`config.mk`:
```
export PLATFORM = sky130hd
export DESIGN_NAME = mult_pipe_unit
export DESIGN_NICKNAME = d
export VERILOG_FILES = /design/src/rtl/mult_pipe_unit.sv
export SDC_FILE = /design/constraint.sdc
export NUM_CORES = 2
export LEC_CHECK = 0
export BUFFER_PORTS_ARGS = -buffer_cell sky130_fd_sc_hd__buf_2
export CAP_MARGIN = 20
export CORE_ASPECT_RATIO = 0.75
export CORE_UTILIZATION = 55
export DETAILED_ROUTE_END_ITERATION = 12
export PLACE_DENSITY = 0.73
export SYNTH_ARGS = -nofsm -noshare
export SYNTH_HDL_FRONTEND = slang
export SYNTH_SLANG_ARGS = --single-unit
```
`constraint.sdc`:
```
create_clock -name clk -period 5 [get_ports clk]
set_clock_uncertainty 0.1 [all_clocks]
set_input_delay 0.25 -clock clk [delete_from_list [all_inputs] [get_ports clk]]
set_output_delay 0.25 -clock clk [all_outputs]
set_load 0.02 [all_outputs]
```
`src/rtl/mult_pipe_unit.sv`:
```
// mult_pipe_unit: pipelined RV M-extension multiplier (mul/mulh/mulhsu/mulhu) with tagged in-order results
module mult_pipe_unit #(
  parameter int XLEN   = 32,
  parameter int STAGES = 3,
  parameter int TAG_W  = 5
) (
  input  logic             clk,
  input  logic             rst,
  input  logic             flush,
  input  logic             i_valid,
  output logic             i_ready,
  input  logic [2:0]       mult_op,
  input  logic [XLEN-1:0]  A,
  input  logic [XLEN-1:0]  B,
  input  logic [TAG_W-1:0] i_tag,
  output logic             o_valid,
  input  logic             o_ready,
  output logic [XLEN-1:0]  C,
  output logic [TAG_W-1:0] o_tag,
  output logic             mult_stall
);
  logic              stall, acc;
  logic [STAGES-1:0] v;
  logic [XLEN-1:0]   d [STAGES];
  logic [TAG_W-1:0]  t [STAGES];
  logic [XLEN:0]     a_ext, b_ext;
  logic [2*XLEN-1:0] pa, pb, p;
  logic [XLEN-1:0]   res;
  assign stall      = o_valid & ~o_ready;
  assign i_ready    = ~stall;
  assign mult_stall = i_valid & stall;
  assign acc        = i_valid & ~stall;
  assign o_valid    = v[STAGES-1];
  assign C          = d[STAGES-1];
  assign o_tag      = t[STAGES-1];
  // Only the low 2*XLEN product bits are ever selected, so the operands need only that width.
  always_comb begin
    a_ext = {(mult_op[1:0] == 2'b01 || mult_op[1:0] == 2'b10) & A[XLEN-1], A};
    b_ext = {(mult_op[1:0] == 2'b01) & B[XLEN-1], B};
    pa    = {{(XLEN-1){a_ext[XLEN]}}, a_ext};
    pb    = {{(XLEN-1){b_ext[XLEN]}}, b_ext};
    p     = pa * pb;
    res   = mult_op[2] ? '0 : (mult_op[1:0] == 2'b00 ? p[XLEN-1:0] : p[2*XLEN-1:XLEN]);
  end
  always_ff @(posedge clk or posedge rst) begin
    if (rst) begin
      v <= '0;
      for (int i = 0; i < STAGES; i++) begin
        d[i] <= '0;
        t[i] <= '0;
      end
    end else if (flush) begin
      v <= '0;
    end else if (!stall) begin
      v[0] <= acc;
      d[0] <= res;
      t[0] <= i_tag;
      for (int i = 1; i < STAGES; i++) begin
        v[i] <= v[i-1];
        d[i] <= d[i-1];
        t[i] <= t[i-1];
      end
    end
  end
endmodule

```
==> results.sh <==
export IMPL_syn_inst=4753
export IMPL_nets=6593
export IMPL_busiest_layer="met2"
export IMPL_tightest_slew_ps=901
export IMPL_place_congestion=0.983
export IMPL_io_buffers=116
export IMPL_crit_required_ps=5190
export IMPL_async_reset_ff_share_pct=100
export IMPL_violations="negative setup slack"
export IMPL_cp_start_kind="input port"
export IMPL_placed_area_um2=48200
export IMPL_die_h_um=243
export IMPL_grt_use_met2_pct=48.4
export IMPL_synthFlopType="dfrtp_1"
export IMPL_io_pins=117
export IMPL_vias_per_cell=5.29
export IMPL_coreArea_um2=76900
export IMPL_cts_root_buffer="clkbuf_16"
export IMPL_drv_cap=0
export IMPL_use_met1_pct=45.3
export IMPL_row_count=88
export IMPL_wl_per_cell_um=18.9
export IMPL_max_freq_ghz=0.134
export IMPL_dp_cells=6132
export IMPL_synth_area_leaders="fa_1 (53%), inv_1 (11%), nand2_1 (9.3%), dfrtp_1 (6.7%), ha_1 (6.3%)"
export IMPL_fin_ws_ps=-2480
export IMPL_synth_avg_cell_area_um2=8.99
export IMPL_syn2layout_area_growth_pct=19.2
export IMPL_clkSinkCount=114
export IMPL_slowest_stage="fa_2"
export IMPL_clk_latency_ps=410
export IMPL_hold_viol=0
export IMPL_hold_depth=2
export IMPL_critPathKind="in -> reg"
export IMPL_hold_ws_ps=55.1
export IMPL_final_cells=6227
export IMPL_grt_overflow_total=0
export IMPL_grt_pass1_vias=35400
export IMPL_grt_max_degree=78
export IMPL_start_util_pct=55.6
export IMPL_slowest_delay_ps=590
export IMPL_period_needed_ps=7480
export IMPL_num_vias=32900
export IMPL_ant_nets=0
export IMPL_final_area_um2=50900
export IMPL_syn_nets=6169
export IMPL_drt_initial_drc_count=2407
export IMPL_place_ws_ps=-3270
export IMPL_die_width_um=324
export IMPL_cp_common_cell="fa_1"
export IMPL_post_synth_top_count_cell="inv_1"
export IMPL_die_area_um2=78800
export IMPL_grt_util_all_layers_pct=31.0
export IMPL_path_clk_slew_ps=50
export IMPL_setup_violations=32
export IMPL_htree_num_levels=4
export IMPL_layout_drive_gt1_share_pct=18.9
export IMPL_cts_buffer_depth=2
export IMPL_critPathCaptureType="flop"
export IMPL_crit_arrival_ps=7660
export IMPL_synth_area_um2=42700
export IMPL_antenna_found_initial=1
export IMPL_use_met3_pct=5.77
export IMPL_rsz0062_at_grt="true"
export IMPL_cp_max_fo=6
export IMPL_yosys_warnings=0
export IMPL_fillCellCount=6061
export IMPL_slew_violations=0
export IMPL_synth_cell_types=71
export IMPL_cts_buffers=17
export IMPL_drc_errors=0
export IMPL_cts_tree="built"
export IMPL_post_route_period_util_pct=150
export IMPL_synth_enable_flop_cells=0
export IMPL_synthTopCellsByCount="inv_1 (1,204), fa_1 (1,125), nand2_1 (1,060)"
export IMPL_seq_area_frac_synth_pct=6.68
export IMPL_status="complete, but fails checks"
export IMPL_routed_wl_um=118000
export IMPL_reg2reg_depth=6
export IMPL_synth_largest_area_cell="fa_1"
export IMPL_hold_path_class="in -> reg"
export IMPL_dp_hpwl_um=101000
export IMPL_synth_top_area_share_pct=52.7
export IMPL_slew_headroom_pct=40.0
export IMPL_grt_pass1_wl_um=190000
export IMPL_dr_pass1_iters=5
export IMPL_ys_seq_elements=114
cell usage in the layout (no fill, tap or decap), drive strengths merged, types with 13 or more instances in the layout:
cell	n
and2	283
ha	214
fa	1125
buf	672
and3	26
inv	1201
nand3	15
clkbuf	28
dfrtp	114
o21ai	39
o221ai	13
nand4	19
a21o	36
xnor2	47
xor2	23
nor2	54
nand2	1060
a21oi	64
area by class of cell:
| class | count | area [um2] | area share [%] |
|---|---|---|---|
| tap | 1035 | 1290 | 2.54 |
| multi-input combinational | 3152 | 35500 | 69.8 |
| sequential | 114 | 2850 | 5.60 |
| antenna | 3 | 7.51 | 0.0147 |
| inverter | 1204 | 4550 | 8.95 |
| clock inverter | 8 | 150 | 0.295 |
| timing repair buffer | 688 | 6040 | 11.9 |
| clock buffer | 23 | 488 | 0.959 |
flip-flops by register name, summed over array words and instances (netlist names):
signal	flops
v	3
t	10
d	64
o_tag	5
C	32
worst paths after layout:
path	from	slack [ps]	endpoint
setup / recovery	mult_op[0]	-2480	d[86]$_DFFE_PP0P_
hold / removal	mult_op[2]	60	d[83]$_DFFE_PP0P_
setup reg to reg	v[2]$_DFFE_PP0P_	2040	d[86]$_DFFE_PP0P_
hold reg to reg	d[52]$_DFFE_PP0P_	360	C[20]$_DFFE_PP0P_
max in group asynchronous	rst	3200	C[6]$_DFFE_PP0P_
min in group asynchronous	rst	400	C[22]$_DFFE_PP0P_
repair_timing:
item | CTS | global route
resized for setup | 226 | 110
hold endpoints to repair | 63 | 0
pin swaps | 93 | 62
gates cloned | 6 | 2
endpoints found under the setup margin | 32 | 32
setup buffers | 32 | 21
hold buffers | 8 | 0
routing by layer:
| metal | routed length (um) | vias up |
|---|---|---|
| met5 | 0 | - |
| li1 | - | 14400 |
| met4 | 2990 | 0 |
| met2 | 53900 | 1429 |
| met1 | 49600 | 16900 |
| met3 | 11400 | 212 |
kinds of logic (layout without fill, tap and decap cells):
family | Yosys count | after routing | share of synthesized area, %
and+or+nand+nor | 1503 | 1503 | 15.5
buffers and inverters | 1487 | 1923 | 13.4
adders and majority gates | 1339 | 1339 | 59.0
AOI/OAI and AO/OA | 232 | 232 | 3.74
DFF | 114 | 114 | 6.68
xor gates and xnor gates | 70 | 70 | 1.44
muxes | 8 | 8 | 0.187
other | 0 | 3 | 0
per-stage QoR:
| step | util (%) | TNS, ps |
|---|---|---|
| after CTS | 65.3 | -69040 |
| after global routing | 66.2 | -78480 |
| after detailed placement | 62.7 | -92370 |
| after global placement | 62.7 | -89310 |
| after floorplan | - | -70230 |
| final | 66.2 | -71500 |
critical path: cells and delay by family:
kind	cells	cell delay, ps
buffers and inverters	9	740
and+or+nand+nor	5	890
adders and majority gates	10	4470
AOI/OAI and AO/OA	6	1290
Power is left out: the tool's default activity adds up to more than one toggle a clock period on the data nets, which glitch-free logic cannot reach.
